===== src/rtl/ctrl_pkg.sv =====
// Shared encodings for the handshaked multicycle control FSM:
// opcodes, state codes, trap causes and datapath select fields.
package ctrl_pkg;

    typedef enum logic [3:0] {
        S_FETCH     = 4'd0,
        S_DECODE    = 4'd1,
        S_MEMCOMP   = 4'd2,
        S_MEMRD     = 4'd3,
        S_WRITEBACK = 4'd4,
        S_MEMWR     = 4'd5,
        S_EXEC      = 4'd6,
        S_RCOMP     = 4'd7,
        S_BRANCH    = 4'd8,
        S_JUMP      = 4'd9,
        S_IEXEC_SE  = 4'd10,
        S_IEXEC_ZE  = 4'd11,
        S_TRAP      = 4'd12
    } state_t;

    typedef enum logic [1:0] {
        TC_NONE    = 2'b00,
        TC_ILLEGAL = 2'b01,
        TC_TIMEOUT = 2'b10
    } trap_cause_t;

    localparam logic [1:0] PCS_ALU    = 2'b00;
    localparam logic [1:0] PCS_BRANCH = 2'b01;
    localparam logic [1:0] PCS_JUMP   = 2'b10;
    localparam logic [1:0] PCS_TRAP   = 2'b11;

    localparam logic [1:0] ALU_ADD  = 2'b00;
    localparam logic [1:0] ALU_SUB  = 2'b01;
    localparam logic [1:0] ALU_FUNC = 2'b10;
    localparam logic [1:0] ALU_IMM  = 2'b11;

    localparam logic [1:0] SRCB_REG  = 2'b00;
    localparam logic [1:0] SRCB_FOUR = 2'b01;
    localparam logic [1:0] SRCB_IMM  = 2'b10;
    localparam logic [1:0] SRCB_BOFF = 2'b11;

    localparam logic [5:0] OP_NOOP = 6'b000000;
    localparam logic [5:0] OP_J    = 6'b000001;
    localparam logic [5:0] OP_BNE  = 6'b100001;
    localparam logic [5:0] OP_BLT  = 6'b100010;
    localparam logic [5:0] OP_BLE  = 6'b100011;
    localparam logic [5:0] OP_ADDI = 6'b110010;
    localparam logic [5:0] OP_SUBI = 6'b110011;
    localparam logic [5:0] OP_LI   = 6'b111001;
    localparam logic [5:0] OP_LWI  = 6'b111011;
    localparam logic [5:0] OP_LW   = 6'b111101;
    localparam logic [5:0] OP_SWI  = 6'b111100;

    typedef enum logic [3:0] {
        OC_NOOP,
        OC_J,
        OC_R,
        OC_BR,
        OC_ISE,
        OC_IZE,
        OC_LI,
        OC_LD,
        OC_ST,
        OC_ILL
    } op_class_t;

    typedef struct packed {
        logic       zero_or_sign;
        logic       pc_write_cond;
        logic       pc_write;
        logic       i_or_d;
        logic       mem_read;
        logic       mem_write;
        logic       mem_to_reg;
        logic       ir_write;
        logic [1:0] pc_source;
        logic [1:0] alu_op;
        logic [1:0] alu_src_b;
        logic       alu_src_a;
        logic       reg_write;
        logic       reg_dst;
        logic       trap;
        logic       instr_done;
    } ctrl_t;

    // R-type spans 010000-010111, ORI..SLTI spans 110100-110111
    function automatic op_class_t op_class(input logic [5:0] op);
        op_class_t c;
        c = OC_ILL;
        unique case (1'b1)
            op == OP_NOOP:               c = OC_NOOP;
            op == OP_J:                  c = OC_J;
            op[5:3] == 3'b010:           c = OC_R;
            op inside {OP_BNE, OP_BLT,
                       OP_BLE}:          c = OC_BR;
            op inside {OP_ADDI,
                       OP_SUBI}:         c = OC_ISE;
            op[5:2] == 4'b1101:          c = OC_IZE;
            op == OP_LI:                 c = OC_LI;
            op inside {OP_LWI, OP_LW}:   c = OC_LD;
            op == OP_SWI:                c = OC_ST;
            default:                     c = OC_ILL;
        endcase
        return c;
    endfunction

endpackage


===== src/rtl/mc_controller_hs_if.sv =====
// Controller-side bundle: opcode and memory handshake in,
// datapath control strobes and debug state out.
interface mc_controller_hs_if #(
    parameter int OPCODE_W = 6
);
    logic [OPCODE_W-1:0] opcode;
    logic                mem_ready;
    logic                hold;
    logic                zero_or_sign;
    logic                pc_write_cond;
    logic                pc_write;
    logic                i_or_d;
    logic                mem_read;
    logic                mem_write;
    logic                mem_to_reg;
    logic                ir_write;
    logic [1:0]          pc_source;
    logic [1:0]          alu_op;
    logic [1:0]          alu_src_b;
    logic                alu_src_a;
    logic                reg_write;
    logic                reg_dst;
    logic                trap;
    logic [1:0]          trap_cause;
    logic                instr_done;
    logic [3:0]          state_dbg;

    modport master (
        input  opcode, mem_ready, hold,
        output zero_or_sign, pc_write_cond, pc_write,
        output i_or_d, mem_read, mem_write, mem_to_reg,
        output ir_write, pc_source, alu_op, alu_src_b,
        output alu_src_a, reg_write, reg_dst, trap,
        output trap_cause, instr_done, state_dbg
    );

    modport slave (
        output opcode, mem_ready, hold,
        input  zero_or_sign, pc_write_cond, pc_write,
        input  i_or_d, mem_read, mem_write, mem_to_reg,
        input  ir_write, pc_source, alu_op, alu_src_b,
        input  alu_src_a, reg_write, reg_dst, trap,
        input  trap_cause, instr_done, state_dbg
    );
endinterface


===== src/rtl/mem_wait_timer.sv =====
// Counts cycles a memory request waits for ready and flags
// the cycle on which the wait limit is reached without ready.
module mem_wait_timer #(
    parameter int MEM_TIMEOUT = 16,
    parameter int CNT_W       = 5
) (
    input  logic clk,
    input  logic reset_n,
    input  logic clear,
    input  logic enable,
    input  logic ready,
    output logic timeout
);
    localparam logic [CNT_W-1:0] LIMIT = CNT_W'(MEM_TIMEOUT - 1);

    logic [CNT_W-1:0] cnt;

    always_ff @(posedge clk or negedge reset_n) begin
        if (!reset_n) begin
            cnt <= '0;
        end else if (clear) begin
            cnt <= '0;
        end else if (enable && !ready) begin
            cnt <= cnt + CNT_W'(1);
        end
    end

    // ready on the limit cycle completes normally
    assign timeout = enable && !ready && (cnt == LIMIT);

endmodule


===== src/rtl/mc_controller_hs.sv =====
// Multicycle CPU control FSM with memory ready handshake,
// bus timeout, illegal-opcode trap and fetch hold.
module mc_controller_hs
    import ctrl_pkg::*;
#(
    parameter int OPCODE_W    = 6,
    parameter int MEM_TIMEOUT = 16,
    parameter int CNT_W       = 5,
    parameter bit TRAP_EN     = 1'b1
) (
    input logic               clk,
    input logic               reset_n,
    mc_controller_hs_if.master bus
);
    state_t      state;
    state_t      next_state;
    state_t      fault_dest;
    trap_cause_t cause_q;
    op_class_t   oc;
    ctrl_t       c;
    ctrl_t       g;
    logic [5:0]  op6;
    logic        parked;
    logic        waiting;
    logic        t_clear;
    logic        timeout;

    // upper opcode bits beyond the 6-bit encodings must be zero
    assign op6 = 6'(bus.opcode);
    assign oc  = (bus.opcode == OPCODE_W'(op6))
               ? op_class(op6) : OC_ILL;

    assign fault_dest = TRAP_EN ? S_TRAP : S_FETCH;

    assign parked  = (state == S_FETCH) && bus.hold;
    assign waiting = ((state == S_FETCH) && !bus.hold)
                  || (state == S_MEMRD)
                  || (state == S_MEMWR);
    assign t_clear = (next_state != state) || timeout || parked;

    mem_wait_timer #(
        .MEM_TIMEOUT (MEM_TIMEOUT),
        .CNT_W       (CNT_W)
    ) u_timer (
        .clk     (clk),
        .reset_n (reset_n),
        .clear   (t_clear),
        .enable  (waiting),
        .ready   (bus.mem_ready),
        .timeout (timeout)
    );

    always_ff @(posedge clk or negedge reset_n) begin
        if (!reset_n) begin
            state <= S_FETCH;
        end else begin
            state <= next_state;
        end
    end

    always_ff @(posedge clk or negedge reset_n) begin
        if (!reset_n) begin
            cause_q <= TC_NONE;
        end else if (next_state == S_TRAP) begin
            cause_q <= (state == S_DECODE)
                     ? TC_ILLEGAL : TC_TIMEOUT;
        end
    end

    always_comb begin
        next_state = state;
        unique case (state)
            S_FETCH: begin
                if (bus.hold) begin
                    next_state = S_FETCH;
                end else if (bus.mem_ready) begin
                    next_state = S_DECODE;
                end else if (timeout) begin
                    next_state = fault_dest;
                end
            end
            S_DECODE: begin
                unique case (oc)
                    OC_NOOP: next_state = S_FETCH;
                    OC_J:    next_state = S_JUMP;
                    OC_R:    next_state = S_EXEC;
                    OC_BR:   next_state = S_BRANCH;
                    OC_ISE:  next_state = S_IEXEC_SE;
                    OC_IZE:  next_state = S_IEXEC_ZE;
                    OC_LI,
                    OC_LD,
                    OC_ST:   next_state = S_MEMCOMP;
                    default: next_state = fault_dest;
                endcase
            end
            S_MEMCOMP: begin
                unique case (oc)
                    OC_LI:   next_state = S_RCOMP;
                    OC_LD:   next_state = S_MEMRD;
                    OC_ST:   next_state = S_MEMWR;
                    default: next_state = S_FETCH;
                endcase
            end
            S_MEMRD: begin
                if (bus.mem_ready) begin
                    next_state = S_WRITEBACK;
                end else if (timeout) begin
                    next_state = fault_dest;
                end
            end
            S_MEMWR: begin
                if (bus.mem_ready) begin
                    next_state = S_FETCH;
                end else if (timeout) begin
                    next_state = fault_dest;
                end
            end
            S_EXEC,
            S_IEXEC_SE,
            S_IEXEC_ZE: next_state = S_RCOMP;
            default:    next_state = S_FETCH;
        endcase
    end

    always_comb begin
        c = '0;
        unique case (state)
            S_FETCH: begin
                c.mem_read  = !bus.hold;
                c.alu_src_b = SRCB_FOUR;
                c.pc_write  = bus.mem_ready && !bus.hold;
                c.ir_write  = bus.mem_ready && !bus.hold;
            end
            S_DECODE: begin
                c.alu_src_b  = SRCB_BOFF;
                c.instr_done = (oc == OC_NOOP);
            end
            S_MEMCOMP: begin
                c.alu_src_a = 1'b1;
                c.alu_src_b = SRCB_IMM;
            end
            S_MEMRD: begin
                c.i_or_d   = 1'b1;
                c.mem_read = 1'b1;
            end
            S_WRITEBACK: begin
                c.mem_to_reg = 1'b1;
                c.reg_write  = 1'b1;
                c.instr_done = 1'b1;
            end
            S_MEMWR: begin
                c.i_or_d     = 1'b1;
                c.mem_write  = 1'b1;
                c.instr_done = bus.mem_ready;
            end
            S_EXEC: begin
                c.alu_src_a = 1'b1;
                c.alu_op    = ALU_FUNC;
            end
            S_RCOMP: begin
                c.reg_write  = 1'b1;
                c.reg_dst    = 1'b1;
                c.instr_done = 1'b1;
            end
            S_BRANCH: begin
                c.alu_src_a     = 1'b1;
                c.alu_op        = ALU_SUB;
                c.pc_write_cond = 1'b1;
                c.pc_source     = PCS_BRANCH;
                c.instr_done    = 1'b1;
            end
            S_JUMP: begin
                c.pc_write   = 1'b1;
                c.pc_source  = PCS_JUMP;
                c.instr_done = 1'b1;
            end
            S_IEXEC_SE: begin
                c.alu_src_a = 1'b1;
                c.alu_src_b = SRCB_IMM;
                c.alu_op    = ALU_IMM;
            end
            S_IEXEC_ZE: begin
                c.alu_src_a    = 1'b1;
                c.alu_src_b    = SRCB_IMM;
                c.alu_op       = ALU_IMM;
                c.zero_or_sign = 1'b1;
            end
            S_TRAP: begin
                c.pc_write  = 1'b1;
                c.pc_source = PCS_TRAP;
                c.trap      = 1'b1;
            end
            default: c = '0;
        endcase
    end

    // every strobe is held low for as long as reset is asserted
    assign g = reset_n ? c : '0;

    assign bus.zero_or_sign  = g.zero_or_sign;
    assign bus.pc_write_cond = g.pc_write_cond;
    assign bus.pc_write      = g.pc_write;
    assign bus.i_or_d        = g.i_or_d;
    assign bus.mem_read      = g.mem_read;
    assign bus.mem_write     = g.mem_write;
    assign bus.mem_to_reg    = g.mem_to_reg;
    assign bus.ir_write      = g.ir_write;
    assign bus.pc_source     = g.pc_source;
    assign bus.alu_op        = g.alu_op;
    assign bus.alu_src_b     = g.alu_src_b;
    assign bus.alu_src_a     = g.alu_src_a;
    assign bus.reg_write     = g.reg_write;
    assign bus.reg_dst       = g.reg_dst;
    assign bus.trap          = g.trap;
    assign bus.instr_done    = g.instr_done;
    assign bus.trap_cause    = reset_n ? cause_q : TC_NONE;
    assign bus.state_dbg     = reset_n ? state : S_FETCH;

endmodule


===== src/flat_wrapper.sv =====
// flat-port wrapper written by rule: the top's interface ports become plain ports
module mc_controller_hs_flat import ctrl_pkg::*;
#(
    parameter int OPCODE_W    = 6,
    parameter int MEM_TIMEOUT = 16,
    parameter int CNT_W       = 5,
    parameter bit TRAP_EN     = 1'b1
)
  (clk, reset_n, bus_opcode, bus_mem_ready, bus_hold, bus_zero_or_sign, bus_pc_write_cond, bus_pc_write, bus_i_or_d, bus_mem_read, bus_mem_write, bus_mem_to_reg, bus_ir_write, bus_pc_source, bus_alu_op, bus_alu_src_b, bus_alu_src_a, bus_reg_write, bus_reg_dst, bus_trap, bus_trap_cause, bus_instr_done, bus_state_dbg);
  mc_controller_hs_if #(.OPCODE_W(OPCODE_W)) bus_i ();
  input logic clk;
  input logic reset_n;
  input wire logic [$bits(bus_i.opcode)-1:0] bus_opcode;
  input wire logic [$bits(bus_i.mem_ready)-1:0] bus_mem_ready;
  input wire logic [$bits(bus_i.hold)-1:0] bus_hold;
  output wire logic [$bits(bus_i.zero_or_sign)-1:0] bus_zero_or_sign;
  output wire logic [$bits(bus_i.pc_write_cond)-1:0] bus_pc_write_cond;
  output wire logic [$bits(bus_i.pc_write)-1:0] bus_pc_write;
  output wire logic [$bits(bus_i.i_or_d)-1:0] bus_i_or_d;
  output wire logic [$bits(bus_i.mem_read)-1:0] bus_mem_read;
  output wire logic [$bits(bus_i.mem_write)-1:0] bus_mem_write;
  output wire logic [$bits(bus_i.mem_to_reg)-1:0] bus_mem_to_reg;
  output wire logic [$bits(bus_i.ir_write)-1:0] bus_ir_write;
  output wire logic [$bits(bus_i.pc_source)-1:0] bus_pc_source;
  output wire logic [$bits(bus_i.alu_op)-1:0] bus_alu_op;
  output wire logic [$bits(bus_i.alu_src_b)-1:0] bus_alu_src_b;
  output wire logic [$bits(bus_i.alu_src_a)-1:0] bus_alu_src_a;
  output wire logic [$bits(bus_i.reg_write)-1:0] bus_reg_write;
  output wire logic [$bits(bus_i.reg_dst)-1:0] bus_reg_dst;
  output wire logic [$bits(bus_i.trap)-1:0] bus_trap;
  output wire logic [$bits(bus_i.trap_cause)-1:0] bus_trap_cause;
  output wire logic [$bits(bus_i.instr_done)-1:0] bus_instr_done;
  output wire logic [$bits(bus_i.state_dbg)-1:0] bus_state_dbg;
  assign bus_i.opcode = bus_opcode;
  assign bus_i.mem_ready = bus_mem_ready;
  assign bus_i.hold = bus_hold;
  assign bus_zero_or_sign = bus_i.zero_or_sign;
  assign bus_pc_write_cond = bus_i.pc_write_cond;
  assign bus_pc_write = bus_i.pc_write;
  assign bus_i_or_d = bus_i.i_or_d;
  assign bus_mem_read = bus_i.mem_read;
  assign bus_mem_write = bus_i.mem_write;
  assign bus_mem_to_reg = bus_i.mem_to_reg;
  assign bus_ir_write = bus_i.ir_write;
  assign bus_pc_source = bus_i.pc_source;
  assign bus_alu_op = bus_i.alu_op;
  assign bus_alu_src_b = bus_i.alu_src_b;
  assign bus_alu_src_a = bus_i.alu_src_a;
  assign bus_reg_write = bus_i.reg_write;
  assign bus_reg_dst = bus_i.reg_dst;
  assign bus_trap = bus_i.trap;
  assign bus_trap_cause = bus_i.trap_cause;
  assign bus_instr_done = bus_i.instr_done;
  assign bus_state_dbg = bus_i.state_dbg;
  mc_controller_hs #(.OPCODE_W(OPCODE_W), .MEM_TIMEOUT(MEM_TIMEOUT), .CNT_W(CNT_W), .TRAP_EN(TRAP_EN)) u_core (.clk(clk), .reset_n(reset_n), .bus(bus_i));
endmodule

===== config.mk =====
export PLATFORM = sky130hd
export DESIGN_NAME = mc_controller_hs_flat
export DESIGN_NICKNAME = d
export VERILOG_FILES = /design/src/rtl/ctrl_pkg.sv /design/src/rtl/mc_controller_hs_if.sv /design/src/rtl/mem_wait_timer.sv /design/src/rtl/mc_controller_hs.sv /design/src/flat_wrapper.sv
export SDC_FILE = /design/constraint.sdc
export NUM_CORES = 1
export LEC_CHECK = 0
export CAP_MARGIN = 15
export CORE_ASPECT_RATIO = 1.4
export CORE_UTILIZATION = 48
export DETAILED_ROUTE_END_ITERATION = 12
export PLACE_DENSITY = 0.8
export SYNTH_ARGS = -nofsm -noshare
export SYNTH_HDL_FRONTEND = slang
export SYNTH_HIERARCHICAL = 1
export SYNTH_SLANG_ARGS = --single-unit

===== constraint.sdc =====
create_clock -name clk -period 3.7 [get_ports clk]
set_clock_uncertainty 0.05 [all_clocks]
set_input_delay 0.74 -clock clk [delete_from_list [all_inputs] [get_ports clk]]
set_output_delay 0.74 -clock clk [all_outputs]
set_load 0.1 [all_outputs]

== Word level (Yosys, flattened, before mapping) ==
Memory sizes are Yosys's and may differ from the RTL's.
Cells that the tools add are included.
W data, S select, Z words.
Word-level totals
  register bits after elaboration: 11
  bits in latches: 0
  RAM bits: 0
  ROM bits: 64
  input bits: 10
  output and inout port bits: 25
  word-level logic and storage cells: 91
  memories kept: 1
Operators by class
  add/sub/neg operators: 1
  multipliers: 0
  divide/modulo/power cells: 0
  magnitude comparators: 0
  equal/unequal tests: 30
  shifts and indexed selects: 0
  mux-type cells: 30
  bitwise gates (word level): 0
  reductions and logical operators: 26
Memories
  (no name shown): depth 16, width 4, rd ports 1, clocked after Yosys merged registers in 0, write ports 0, line mc_controller_hs.sv:83  | unique case (oc)
Operator list (number)
  $eq A6 B6 Y1 const B: 9
  $pmux W4 S9: 1
  $eq A4 B4 Y1 const B: 8
  $eq A4 B3 Y1 const B: 6
  $mux W4: 6
  $pmux W4 S6: 1
  $mux W19: 1
  $pmux W2 S3: 3
  $mux W1: 10
  $mux W5: 2
  $pmux W3 S3: 1
  $eq A4 B2 Y1 const B: 2
  $logic_not A4 Y1: 2
  $reduce_or A2 Y1: 4
  $eq A6 B1 Y1 const B: 1
  $logic_not A6 Y1: 1
  $reduce_bool A2 Y1: 3
  $reduce_or A3 Y1: 2
  $add A5 B1 Y5 const B: 1
  $eq A5 B4 Y1 const B: 1
  $logic_and A1 B1 Y1: 5
  $reduce_or A5 Y1: 1
  $eq A4 B1 Y1 const B: 1
  $logic_or A1 B1 Y1: 4
  other kinds (8): 11

== Depth between registers and ports, before layout ==
  depth after elaboration: 14
  gate-level depth with buffers: 14
  depth with buffers taken out: 12

== By module ==
Netlist, hierarchy kept.
By module, submodules not included
  mc_controller_hs: times used 1, cells an instance 138, area each 953.4 um^2, sequential area each 150.1 um^2
  mem_wait_timer: times used 1, cells an instance 25, area each 295.3 um^2, sequential area each 125.1 um^2

== Worst setup path after synthesis ==
Ideal clock, no wire load.
  path type: in2out
  start: in reset_n
  end: out bus_reg_write
  data arrival time: 4564 ps
  data required time: 2910 ps
  slack: -1654 ps
  stages on the path: 3
  path buffers: 0
  cell sequence: inv_1 -> nor4_1 -> or2_2
On the way
  cells in the longest elaborated chain, start to end: 1
Ends and longest elaborated chain
  start: declaration: line flat_wrapper.sv:12  | input logic reset_n;
  $mux W19: line mc_controller_hs.sv:198  | assign g = reset_n ? c : '0;
  end: declaration: line flat_wrapper.sv:28  | output wire logic [$bits(bus_i.reg_write)-1:0] bus_reg_write;
No other way between the ends.

== Final worst setup path ==
  start: in bus_hold
  end: reg u_core.u_timer.cnt[3]
On the way
  cells in the longest elaborated chain, start to end: 14
  elaborated cells on any way between the ends: 18
  those cells by class: 1 x eq/ne; 7 x mux; 10 x reduce/logical
Ends and longest elaborated chain
  start: declaration: line flat_wrapper.sv:15  | input wire logic [$bits(bus_i.hold)-1:0] bus_hold;
  $logic_not A1 Y1 (*): line mc_controller_hs.sv:36  | assign waiting = ((state == S_FETCH) && !bus.hold)
  $logic_and A1 B1 Y1 (*): line mc_controller_hs.sv:36
  $logic_or A1 B1 Y1 (*): line mc_controller_hs.sv:37  | || (state == S_MEMRD)
  $logic_or A1 B1 Y1 (*): line mc_controller_hs.sv:38  | || (state == S_MEMWR);
  net u_core.waiting: line mc_controller_hs.sv:24  | logic waiting;
  $logic_and A1 B1 Y1 (*) (2 in series): line mem_wait_timer.sv:29  | assign timeout = enable && !ready && (cnt == LIMIT);
  net u_core.timeout: line mc_controller_hs.sv:26  | logic timeout;
  $mux W4: line mc_controller_hs.sv:78, mc_controller_hs.sv:107, mc_controller_hs.sv:114
  $mux W4: line mc_controller_hs.sv:76  | end else if (bus.mem_ready) begin
  $mux W4: line mc_controller_hs.sv:74  | if (bus.hold) begin
  $pmux W4 S6: line mc_controller_hs.sv:72  | unique case (state)
  $ne A4 B4 Y1: line mc_controller_hs.sv:39  | assign t_clear = (next_state != state) || timeout || parked;
  $logic_or A1 B1 Y1 (*) (2 in series): line mc_controller_hs.sv:39
  net u_core.t_clear: line mc_controller_hs.sv:25  | logic t_clear;
  $mux W5 / $reduce_bool A2 Y1 (equally long branches)
  end signal: assignment: line mem_wait_timer.sv:24  | cnt <= cnt + CNT_W'(1);
  end: declaration: line mem_wait_timer.sv:16  | logic [CNT_W-1:0] cnt;
The timed path passes the listed nets; every way through them passes the cells marked *.
A chain may end at the register's enable or synchronous reset.

==> flow_summary.ini <==
[timing]
worstMarginPinSlew_ns = 0.487
period_share = 0.930
setup_viol = 0
hold-worst-slack_ns = 0.475
min_period_ns = 3.44
slew_headroom = 0.675
finalSetupTns_ns = 0
grt_setup_unrepaired = no
hold_viol_final = 0
timing.final.ws_setup_ns = 0.258
slew_violations = 0
fmax_ghz = 0.291

[grt]
antenna_found_initial = 0
grt_use_total = 0.305
grt_max_degree = 15
grtUsageMet2 = 0.513
grt.overflow.total = 0
grt.busiest_layer = met2
grt_pass1_vias = 1374
grt_util_met3 = 0.0203
gr-usage-met1 = 0.376
grt_pass1_wl_um = 6450

[clock_tree]
clock_path_buffers = 2
cts_tree = yes
clock_sinks = 11
hold_buffers = 0
cts_resized = 0
clk_pin_slew_ns = 0.07
h-tree-depth = 1
clk_latency_ns = 0.29
cts-root-buf = clkbuf_4
post-cts-setup-buffers = 0
cts_buffers = 3

[setup_path]
critPathKind = in2reg
endpoint_kind = flip-flop
regToRegSetupSlack_ns = 0.33
critPathMaxFanout = 6
cp.required_ns = 3.82
arrival_ns = 3.56
regToRegStartpoint = u_core/state[1]
r2r_end = u_core/u_timer/cnt[3]
r2r_cells = 13
cp-start-kind = input pin

[power_and_ir_drop]
p_per_area_nw_per_um2 = 709
ir_drop_v = 0.000658
internal_power_mw = 0.599
swShare = 0.570
power_frac_clock = 0.064
p_total_mw = 1.39
combPwrFrac = 0.779
p_sw_mw = 0.793
p_leak_nw = 0.855
power_frac_seq = 0.158

[min_path]
holdPathStages = 1
min_to = u_core/cause_q[0]
hold_start = u_core/cause_q[0]
min_path_type = reg2reg

[route]
drt_wl_total_um = 3870
vias_per_cell = 5.90
wl_per_cell_um = 16.6
first_pass_iters = 4
antenna_left = 0
vias = 1375
drc_errors = 0
drtIter0Drc = 70

[synth]
synth-compound-area-share = 0.198
synth-simple-area-share = 0.425
synth_edf_count = 0
synthMuxAreaShare = 0.0200
syn_area_um2 = 1250
synth_xor_area_frac = 0.0351
synth_top_family_by_area = simple AND/OR/NAND/NOR gates
yosysWarnings = 6
synthCells = 163
syn_nets = 175
yosys_register_bits = 11
ys_async_sr_fraction = 1.00
syn_avg_cell_area_um2 = 7.66
synth_adder_area_share = 0.0200
yosysUniqueCellTypes = 57
ys.flop_type = dfrtp_1
ys_seq_area_frac = 0.220

[floorplanning]
rows = 21
ioPinCount = 35
initial_utilization = 0.517
dieHeight_um = 62.4
die_w_um = 45.1
dieArea_um2 = 2810
core_region_area_um2 = 2420

[placement]
hpwl_um = 2990
portBuffers = 34
place.gp.congestion = 0.919
dp_worst_setup_slack_ns = 0.0550

[final_layout]
drive_gt1_frac = 0.302
fin_nets = 212
fillCellCount = 154
area_growth_pct = 57.3
finish.utilization = 0.813
diodes = 0

[status]
status = finished, final reports clean

[flow_run]
max-cap-violations = 0
synthesized netlist by cell type, drive strengths merged (3+ instances only):
cell | count | area share
a21boi | 3 | 0.018
a21o | 3 | 0.018
a21oi | 6 | 0.024
and2 | 6 | 0.030
buf | 5 | 0.030
clkbuf | 8 | 0.024
dfrtp | 11 | 0.22
inv | 9 | 0.027
nand2 | 14 | 0.042
nand2b | 5 | 0.025
nand3 | 3 | 0.012
nor2 | 18 | 0.056
nor2b | 6 | 0.036
nor3 | 10 | 0.044
nor3b | 3 | 0.018
o21ai | 3 | 0.012
or2 | 3 | 0.015
or3b | 3 | 0.021
xnor2 | 3 | 0.021
layout make-up:
class	instances	area, um^2	share of cell area
clock buffer	3	22.5	0.0115
clock inverter	1	5.00	0.00255
sequential	11	275	0.140
multi-input combinational	130	912	0.464
tap	34	42.5	0.0217
inverter	9	33.8	0.0172
timing repair buffer	45	673	0.343
flip-flops by register name, summed over array words and instances, names as in the netlist:
register and cells:
u_core/u_timer/cnt 5, u_core/state 4, u_core/cause_q 2
power groups by stage:
stage	clock network (mW)	registers (mW)	logic, mW
6_report	0.0887	0.219	1.08
5_1_grt	0.0928	0.226	1.14
4_1_cts	0.0909	0.216	1.08
3_5_place_dp	0	0.218	1.08
3_3_place_gp	0	0.216	1.05
2_1_floorplan	0	0.176	0.766
kinds of logic after synthesis:
logic type / after synthesis
mux: 2
compound gates: 33
fa+ha+maj: 2
xor+xnor: 5
buf+inv: 22
simple gates: 88
flops: 11
through the flow:
| stage | cells | cell area (um^2) |
|---|---|---|
| 6_report | 233 | 1960 |
| 5_1_grt | 233 | 1960 |
| 4_1_cts | 233 | 1960 |
| 3_5_place_dp | 229 | 1940 |
| 3_3_place_gp | 229 | 1940 |
| 2_1_floorplan | 163 | 1290 |
how the worst max path moves through the flow:
stage	start	to	slack [ns]	depth (start not counted)
after floorplan	reset_n	bus_reg_write	-0.34	3
after global placement	bus_hold	u_core/u_timer/cnt[3]	0.20	13
after detailed placement	bus_hold	u_core/u_timer/cnt[3]	0.06	13
after CTS	bus_hold	u_core/u_timer/cnt[3]	0.32	13
after global routing	bus_hold	u_core/u_timer/cnt[3]	0.14	13
final	bus_hold	u_core/u_timer/cnt[3]	0.26	13
per-layer routing:
layer | share of wire | up-vias
li1 | - | 653
met1 | 0.39 | 665
met2 | 0.55 | 43
met3 | 0.025 | 14
met4 | 0.037 | 0
met5 | 0 | -
cells in the final DEF (no fill, tap or decap), types with 2 or more instances in the layout:
master           count
a21boi_0             2
a21o_1               3
a21oi_1              6
a31oi_1              2
and2_1               6
and3_1               2
and4b_1              2
buf_12              25
buf_4               11
clkbuf_4             3
clkdlybuf4s50_1      9
dfrtp_1             11
ha_1                 2
inv_1                9
nand2_1             14
nand2b_1             5
nand3_1              3
nor2_1              16
nor2b_1              5
nor3_1               5
nor3_2               5
nor3b_1              3
nor4_2               2
nor4b_1              2
o21ai_0              3
o31a_1               2
or2_2                3
or3_1                2
or3b_2               2
xnor2_1              3
xor2_1               2
worst max-delay path, cell delays in order:
cell and delay [ns]:
clkdlybuf4s50_1 0.50, nor3_2 0.06, a2bb2oi_1 0.28, inv_1 0.12
nor2b_4 0.18, and2_1 0.23, nor3b_1 0.26, a31oi_1 0.06
or2_2 0.31, and3b_1 0.17, o221ai_1 0.28, nor2_1 0.11
mux2_4 0.28
(Power assumes the default switching activity.)
